**src/rtl/render_param_pkg.sv**
```systemverilog
// Shared types and constants for the render parameter shadow bank.
package render_param_pkg;

  localparam int unsigned FRAME_CNT_W = 16;
  localparam int unsigned STATUS_W    = 32;

  typedef enum logic {
    IDLE = 1'b0,
    PEND = 1'b1
  } commit_state_e;

  // Status word layout: {15'b0, pending, frame_count}
  function automatic logic [STATUS_W-1:0] status_word(
    input logic                   pending,
    input logic [FRAME_CNT_W-1:0] frame_count
  );
    return {15'b0, pending, frame_count};
  endfunction

endpackage

```
**src/rtl/param_commit_ctrl.sv**
```systemverilog
// Commit controller: arms on a commit, copies shadow to active on the next
// frame_start, and tracks completed copies in frame_count.
module param_commit_ctrl
  import render_param_pkg::*;
(
  input  logic                   clk,
  input  logic                   reset,
  input  logic                   commit,
  input  logic                   frame_start,
  output logic                   copy_c,
  output logic                   pending,
  output logic                   update_pulse,
  output logic [FRAME_CNT_W-1:0] frame_count
);

  commit_state_e state_q;
  commit_state_e state_d;

  always_ff @(posedge clk) begin
    if (reset) state_q <= IDLE;
    else       state_q <= state_d;
  end

  // A commit arriving with the copying frame_start re-arms for the next frame.
  always_comb begin
    state_d = state_q;
    case (state_q)
      IDLE:    if (commit) state_d = PEND;
      PEND:    if (frame_start && !commit) state_d = IDLE;
      default: state_d = IDLE;
    endcase
  end

  always_comb begin
    pending = 1'b0;
    copy_c  = 1'b0;
    if (state_q == PEND) begin
      pending = 1'b1;
      copy_c  = frame_start;
    end
  end

  always_ff @(posedge clk) begin
    if (reset) begin
      update_pulse <= 1'b0;
      frame_count  <= '0;
    end else begin
      update_pulse <= copy_c;
      if (copy_c) frame_count <= frame_count + FRAME_CNT_W'(1);
    end
  end

endmodule

```
**src/rtl/param_shadow_bank.sv**
```systemverilog
// Double-buffered render parameter bank: host writes land in shadow registers
// and are copied to the active bank at vblank. Readback: PARAM_SHADOW_READBACK_EN.
module param_shadow_bank
  import render_param_pkg::*;
#(
  parameter int unsigned NUM_REGS = 17,
  parameter int unsigned DATA_W   = 32,
  parameter int unsigned ADDR_W   = $clog2(NUM_REGS + 1)
) (
  input  logic                       clk,
  input  logic                       reset,
  input  logic [ADDR_W-1:0]          avs_address,
  input  logic                       avs_write,
  input  logic [DATA_W-1:0]          avs_writedata,
  input  logic                       avs_read,
  output logic [DATA_W-1:0]          avs_readdata,
  input  logic                       frame_start,
  output logic [NUM_REGS*DATA_W-1:0] param_out,
  output logic                       update_pulse,
  output logic                       pending
);

  logic [DATA_W-1:0]      shadow [NUM_REGS];
  logic [DATA_W-1:0]      active [NUM_REGS];
  logic                   commit_c;
  logic                   copy_c;
  logic [FRAME_CNT_W-1:0] frame_count;

  assign commit_c = avs_write && (avs_address == ADDR_W'(NUM_REGS));

  param_commit_ctrl u_ctrl (
    .clk          (clk),
    .reset        (reset),
    .commit       (commit_c),
    .frame_start  (frame_start),
    .copy_c       (copy_c),
    .pending      (pending),
    .update_pulse (update_pulse),
    .frame_count  (frame_count)
  );

  always_ff @(posedge clk) begin
    if (reset) begin
      for (int i = 0; i < int'(NUM_REGS); i++) shadow[i] <= '0;
    end else if (avs_write) begin
      for (int i = 0; i < int'(NUM_REGS); i++)
        if (avs_address == ADDR_W'(i)) shadow[i] <= avs_writedata;
    end
  end

  // Copy samples pre-edge shadow, so a coincident host write stays shadow-only.
  always_ff @(posedge clk) begin
    if (reset) begin
      for (int i = 0; i < int'(NUM_REGS); i++) active[i] <= '0;
    end else if (copy_c) begin
      for (int i = 0; i < int'(NUM_REGS); i++) active[i] <= shadow[i];
    end
  end

  for (genvar g = 0; g < int'(NUM_REGS); g++) begin : g_out
    assign param_out[g*DATA_W +: DATA_W] = active[g];
  end

`ifdef PARAM_SHADOW_READBACK_EN
  logic [DATA_W-1:0] rd_mux_c;

  always_comb begin
    rd_mux_c = '0;
    if (avs_address == ADDR_W'(NUM_REGS))
      rd_mux_c = DATA_W'(status_word(pending, frame_count));
    for (int i = 0; i < int'(NUM_REGS); i++)
      if (avs_address == ADDR_W'(i)) rd_mux_c = shadow[i];
  end

  always_ff @(posedge clk) begin
    if (reset)         avs_readdata <= '0;
    else if (avs_read) avs_readdata <= rd_mux_c;
  end
`else
  logic unused_rd;
  assign unused_rd    = ^{avs_read, frame_count};
  assign avs_readdata = '0;
`endif

endmodule

```
**config.mk**
```make
export PLATFORM = sky130hd
export DESIGN_NAME = param_shadow_bank
export DESIGN_NICKNAME = d
export VERILOG_FILES = /design/src/rtl/render_param_pkg.sv /design/src/rtl/param_commit_ctrl.sv /design/src/rtl/param_shadow_bank.sv
export SDC_FILE = /design/constraint.sdc
export NUM_CORES = 1
export LEC_CHECK = 0
export ABC_AREA = 1
export CAP_MARGIN = 15
export CORE_MARGIN = 5
export CORE_UTILIZATION = 25
export CTS_CLUSTER_DIAMETER = 100
export CTS_CLUSTER_SIZE = 8
export DETAILED_ROUTE_END_ITERATION = 10
export PLACE_DENSITY_LB_ADDON = 0.08
export SYNTH_ARGS = -nofsm -noshare
export SYNTH_HDL_FRONTEND = slang
export SYNTH_SLANG_ARGS = --single-unit
```
**constraint.sdc**
```tcl
create_clock -name clk -period 19.05 [get_ports clk]
set_input_delay 1.905 -clock clk [delete_from_list [all_inputs] [get_ports clk]]
set_output_delay 1.905 -clock clk [all_outputs]
set_load 0.005 [all_outputs]
```
==> impl_metrics.env, run 1 <==
export IMPL_wl_um=112800
export IMPL_placed_cells=5012
export IMPL_design_area_um2=50630
export IMPL_fillerInstances=14850
export IMPL_antenna_left=0
export IMPL_drc=0
export IMPL_die_area_um2=159500
export IMPL_ys_async_sr_fraction_pct=0
export IMPL_wl_met1_um=46530
export IMPL_cts_inserted_buffers=154
export IMPL_grt_setup_unrepaired="no"
export IMPL_place_area_um2=46460
export IMPL_finClkSkew_ns=0.02485
export IMPL_start_kind="input pin"
export IMPL_fin_crit_sh_pct=29.63
export IMPL_ys_types=18
export IMPL_synth_top_area_share_pct=86.18
export IMPL_areaGrowthSynthToFinish_pct=33.55
export IMPL_rows=143
export IMPL_tightest_slew_ns=1.177
export IMPL_finalNonFillerCells=5198
export IMPL_grt_pass1_vias=20780
export IMPL_vias=19840
export IMPL_max_stage_delay_ns=0.91
export IMPL_htree_levels=4
export IMPL_topRoutingLayerUsed="met5"
export IMPL_die_h_um=399.4
export IMPL_die_w_um=399.4
export IMPL_syn_area_um2=37910
export IMPL_firstDrtPassIters=7
export IMPL_io_pins=620
export IMPL_crit_path_max_fanout=86
export IMPL_slowest_stage="buf_4"
export IMPL_gp_congestion=0.7329
export IMPL_power_density_nw_per_um2=108.7
export IMPL_fin_setup_tns_ns=0
export IMPL_via_per_inst=3.817
export IMPL_fmax_mhz=177.1
export IMPL_hold_viol=0
export IMPL_crit_type="input pin to flip-flop"
export IMPL_maxSlewHeadroom_pct=21.55
export IMPL_core_area_um2=151400
export IMPL_cp_cell_sequence="clkdlybuf4s50_1 -> inv_2 -> nand3_4 -> buf_4 -> buf_4 -> buf_4 -> nor2_1"
export IMPL_wl_met3_um=9622
export IMPL_yosys_most_used_dff="edfxtp_1"
export IMPL_ys_warn_count=0
export IMPL_setup_slack_ns=13.41
export IMPL_post_place_ws_ns=12.57
export IMPL_antenna_found_initial=13
export IMPL_avgSynthCellArea_um2=15.79
export IMPL_clk_latency_ns=0.74
export IMPL_clockBufferDepth=3
export IMPL_hp_class="flip-flop to flip-flop"
export IMPL_synth_seq_cells=1090
export IMPL_synth_edff_count=1088
export IMPL_ir_drop_mv=0.05320
export IMPL_drive_gt1_share_pct=8.312
export IMPL_port_buffers=586
export IMPL_ys_seq_area_share_pct=86.28
export IMPL_syn_inst=2401
export IMPL_grt_first_pass_wirelength_um=156800
export IMPL_hpwl_um=72160
export IMPL_wl_per_cell_um=21.69
export IMPL_path_common_cell="buf_4"
export IMPL_synth_area_leader_cell="edfxtp_1"
export IMPL_crit_required_ns=19.49
export IMPL_root_buffer="clkbuf_16"
export IMPL_cts_hold_buf=0
export IMPL_fin_nets=3180
export IMPL_clkTransAtPathRegs_ns=0.05
export IMPL_cts_sinks=1090
export IMPL_end_kind="flip-flop"
export IMPL_synth_area_top_cells="edfxtp_1, inv_1, nor2_1"
export IMPL_grt_max_degree=150
export IMPL_cts_resized=0
export IMPL_cp_arrival_ns=6.09
export IMPL_track_usage_pct=13.93
export IMPL_initial_core_util_pct=25.05
export IMPL_grt_overflow=0
export IMPL_cts_setup_buffers=0
export IMPL_min_period_ns=5.645
export IMPL_p_leak_nw=19.97
export IMPL_dr_wl_met2_um=53750
export IMPL_cts_tree="done"
export IMPL_status="completed"
export IMPL_drv_cap=0
export IMPL_drtIter0Drc=921
export IMPL_drv_slew=0
export IMPL_setup_viol=0
state kept, by name (all words and copies together) (netlist names):
signal,cells
shadow,544
active,544
u_ctrl.state_q,1
u_ctrl.update_pulse,1
layer usage:
metal | vias to the layer above | GRT usage [%]
met5 | - | 0
met4 | 4 | 4.240
met3 | 176 | 5.238
met2 | 625 | 23.00
met1 | 9871 | 16.97
li1 | 9166 | -
cell usage in the layout (no fill, tap or decap), drive strengths merged:
cell,n
edfxtp,1088
inv,588
clkdlybuf4s50,586
nor2,584
clkbuf,174
buf,61
nand2,33
conb,32
o21ai,5
diode,4
nand3,4
clkinv,3
dfxtp,2
o22ai,1
or2,1
nand4,1
bufinv,1
worst max-delay path, delay by kind of cell:
| kind | cells | cell delay (ns) |
|---|---|---|
| buffers and inverters | 5 | 3.19 |
| and+or+nand+nor | 2 | 0.76 |
area by class of cell:
cell class	count	area, µm²	share of cell area, %
diodes	4	10.01	0.01977
clock buffers	174	4035	7.969
clock inverters	8	126.4	0.2496
inverters	584	2192	4.329
multi-input cells	661	2649	5.231
flip-flops and latches	1090	32710	64.61
well taps	2030	2540	5.016
repair buffers	647	6369	12.58
metrics by stage:
stage | util [%] | power, mW | hold slack [ns]
final | 33.45 | 5.504 | 0.5248
after global routing | 33.44 | 5.729 | 0.5523
after CTS | 33.44 | 5.612 | 0.5272
after detailed placement | 30.69 | 3.114 | 0.5300
after global placement | 30.67 | 3.114 | 0.5303
after floorplan | - | 2.960 | 0.4954
cells in the mapped netlist, types with 2 or more instances:
library cell	n
inv_1	583
clkbuf_1	3
buf_4	41
o21ai_0	5
buf_6	5
dfxtp_1	2
buf_2	48
nand3_1	4
nor2_1	582
edfxtp_1	1088
nand2_1	33
path summary, 6_finish.rpt:
check | startpoint | to | slack (ns) | depth (start not counted)
worst max-delay path | reset | active[0][417]$_SDFFCE_PN0P_ | 13.41 | 7
worst min-delay path | shadow[0][72]$_DFFE_PP_ | active[0][72]$_SDFFCE_PN0P_ | 0.52 | 2
worst max register to register | u_ctrl.state_q$_SDFF_PP0_ | active[0][417]$_SDFFCE_PN0P_ | 15.01 | 5
worst min register to register | shadow[0][72]$_DFFE_PP_ | active[0][72]$_SDFFCE_PN0P_ | 0.52 | 2
cell families (layout without fill, tap and decap cells):
kind of cell,count (synthesis),count (layout),synth area share (%)
compound gates,6,6,0.08251
buf+inv,681,1413,7.406
flops,1090,1090,86.28
other cells,1,36,0.009891
simple gates,623,623,6.221
power by group:
part | leakage (nW) | internal [mW] | total [mW] | switching, mW
Combinational | 7.13 | 0.0968 | 0.240 | 0.143
Sequential | 10.8 | 2.77 | 2.82 | 0.0433
Clock | 2.03 | 1.48 | 2.45 | 0.965
Note: power is estimated with default switching activity, not from simulation.
==> run 2, diff against run 1 <==
clock period = 4.95 ns   (was 19.05 ns; I/O delays follow)
==> run 2 against run 1 <==
  * Sequential power increased to 3.9 times the previous value
  * Cell area up 0.65%
  * Wire length increased by 0.90%
  * Combinational power rose to 4.0 times the previous value
  * Clock power rose to 3.9 times the previous value
  * Register-to-register slack got worse by 12 ns
  * Non-clock buffer count rose by 3
  * Critical path depth decreased by 1
  * Worst setup slack lost 11 ns
  * First-iteration DRC count is 34% higher
  * Cell count hardly changed
  * Largest cell class unchanged
  * Global-route usage rose by 0.089 points
==> impl_metrics.env, run 2 (synthesis gave the netlist of run 1 again) <==
export IMPL_finClkSkew_ns=0.01903
export IMPL_ir_drop_mv=0.2197
export IMPL_rows=143
export IMPL_finalNonFillerCells=5199
export IMPL_gp_congestion=0.7345
export IMPL_drv_cap=0
export IMPL_antenna_found_initial=7
export IMPL_fmax_mhz=337.2
export IMPL_topRoutingLayerUsed="met4"
export IMPL_whs_ns=0.4580
export IMPL_max_stage_delay_ns=0.91
export IMPL_wl_per_cell_um=21.88
export IMPL_crit_required_ns=5.34
export IMPL_drv_slew=0
export IMPL_maxSlewHeadroom_pct=25.75
export IMPL_grt_max_degree=171
export IMPL_fillerInstances=14750
export IMPL_grt_pass1_vias=21370
export IMPL_end_kind="flip-flop"
export IMPL_areaGrowthSynthToFinish_pct=34.42
export IMPL_die_h_um=399.4
export IMPL_fin_nets=3183
export IMPL_dr_wl_met2_um=54020
export IMPL_wl_met1_um=48220
export IMPL_drc=0
export IMPL_grt_setup_unrepaired="no"
export IMPL_root_buffer="clkbuf_16"
export IMPL_hpwl_um=74810
export IMPL_track_usage_pct=14.02
export IMPL_cts_sinks=1090
export IMPL_power_density_nw_per_um2=417.0
export IMPL_fin_setup_tns_ns=0
export IMPL_wl_met3_um=8981
export IMPL_status="completed"
export IMPL_path_common_cell="nor2_2"
export IMPL_grt_overflow=0
export IMPL_via_per_inst=3.817
export IMPL_firstDrtPassIters=7
export IMPL_cts_resized=0
export IMPL_io_pins=620
export IMPL_min_period_ns=2.966
export IMPL_drive_gt1_share_pct=8.944
export IMPL_initial_core_util_pct=25.05
export IMPL_fin_crit_sh_pct=59.91
export IMPL_grt_first_pass_wirelength_um=157900
export IMPL_htree_levels=4
export IMPL_clk_latency_ns=0.76
export IMPL_placed_cells=5012
export IMPL_slowest_stage="nor2_2"
export IMPL_setup_viol=0
export IMPL_vias=19850
export IMPL_cts_tree="done"
export IMPL_final_cell_mix="edfxtp_1, clkdlybuf4s50_1, inv_1"
export IMPL_clockBufferDepth=3
export IMPL_internal_power_mw=16.75
export IMPL_cts_hold_buf=0
export IMPL_crit_path_max_fanout=22
export IMPL_die_w_um=399.4
export IMPL_die_area_um2=159500
export IMPL_clkPwrFrac_pct=44.5
export IMPL_p_seq_share_pct=51.1
export IMPL_crit_type="input pin to flip-flop"
export IMPL_p_leak_nw=20.08
export IMPL_layout_commonest_cell="edfxtp_1"
export IMPL_antenna_left=0
export IMPL_wl_um=113800
export IMPL_cts_inserted_buffers=154
export IMPL_top_regs="active: 544 flops, shadow: 544 flops"
export IMPL_start_kind="input pin"
export IMPL_cp_arrival_ns=3.36
export IMPL_cp_cell_sequence="clkdlybuf4s50_1 -> inv_2 -> nand3_1 -> nor2_2 -> nor2_4 -> nor2_2"
export IMPL_drtIter0Drc=1238
export IMPL_p_comb_share_pct=4.5
export IMPL_core_area_um2=151400
export IMPL_netSwitchingFraction_pct=21.17
export IMPL_clkTransAtPathRegs_ns=0.05
export IMPL_cts_setup_buffers=0
export IMPL_netSwitchingPower_mw=4.499
export IMPL_hold_viol=0
export IMPL_tightest_slew_ns=1.112
export IMPL_port_buffers=586
export IMPL_hp_class="input pin to flip-flop"
[run 2: per-layer routing]
metal / GRT usage, % / vias to the layer above
li1: - / 9174
met5: 0 / -
met4: 4.176 / 0
met2: 22.76 / 648
met3: 4.868 / 164
met1: 17.71 / 9861
[run 2: power by group through the flow]
| stage | combinational [mW] | clock, mW | sequential (mW) |
|---|---|---|---|
| 2_1_floorplan | 0.294 | 0 | 11.0 |
| 3_3_place_gp | 0.981 | 0 | 11.0 |
| 3_5_place_dp | 0.984 | 0 | 11.0 |
| 4_1_cts | 0.989 | 9.79 | 10.9 |
| 5_1_grt | 1.04 | 10.2 | 10.9 |
| 6_report | 0.949 | 9.45 | 10.9 |
[run 2: path summary, 6_finish.rpt]
kind,slack (ns),cells after the start,from,end
worst max-delay path,1.98,6,reset,shadow[0][159]$_DFFE_PP_
worst min-delay path,0.46,3,avs_writedata[22],shadow[0][22]$_DFFE_PP_
worst max register to register,2.82,3,u_ctrl.state_q$_SDFF_PP0_,active[0][521]$_SDFFCE_PN0P_
worst min register to register,0.53,2,shadow[0][180]$_DFFE_PP_,active[0][180]$_SDFFCE_PN0P_
[run 2: metrics by stage]
stage	power [mW]	utilization, %	worst slack [ns]	area, µm²
6_report	21.25	33.67	1.984	50960
5_1_grt	22.10	33.66	1.834	50950
4_1_cts	21.65	33.63	1.904	50910
3_5_place_dp	12.02	30.85	1.067	46700
3_3_place_gp	12.02	30.84	1.039	46670
2_1_floorplan	11.30	-	0.1287	38040
[run 2: layout make-up]
| cell class | count | area, µm² | area share [%] |
|---|---|---|---|
| Sequential cell | 1090 | 32710 | 64.19 |
| Timing Repair Buffer | 650 | 6614 | 12.98 |
| Clock buffer | 166 | 3984 | 7.817 |
| Multi-Input combinational cell | 661 | 2690 | 5.279 |
| Tap cell | 2030 | 2540 | 4.984 |
| Inverter | 584 | 2192 | 4.301 |
| Clock inverter | 13 | 219.0 | 0.4296 |
| Antenna cell | 5 | 12.51 | 0.02455 |
[run 2: worst max-delay path, delay by kind of cell]
kind / cells / cell delay, ns
AND/OR/NAND/NOR: 4 / 1.70
buffers and inverters: 2 / 1.11
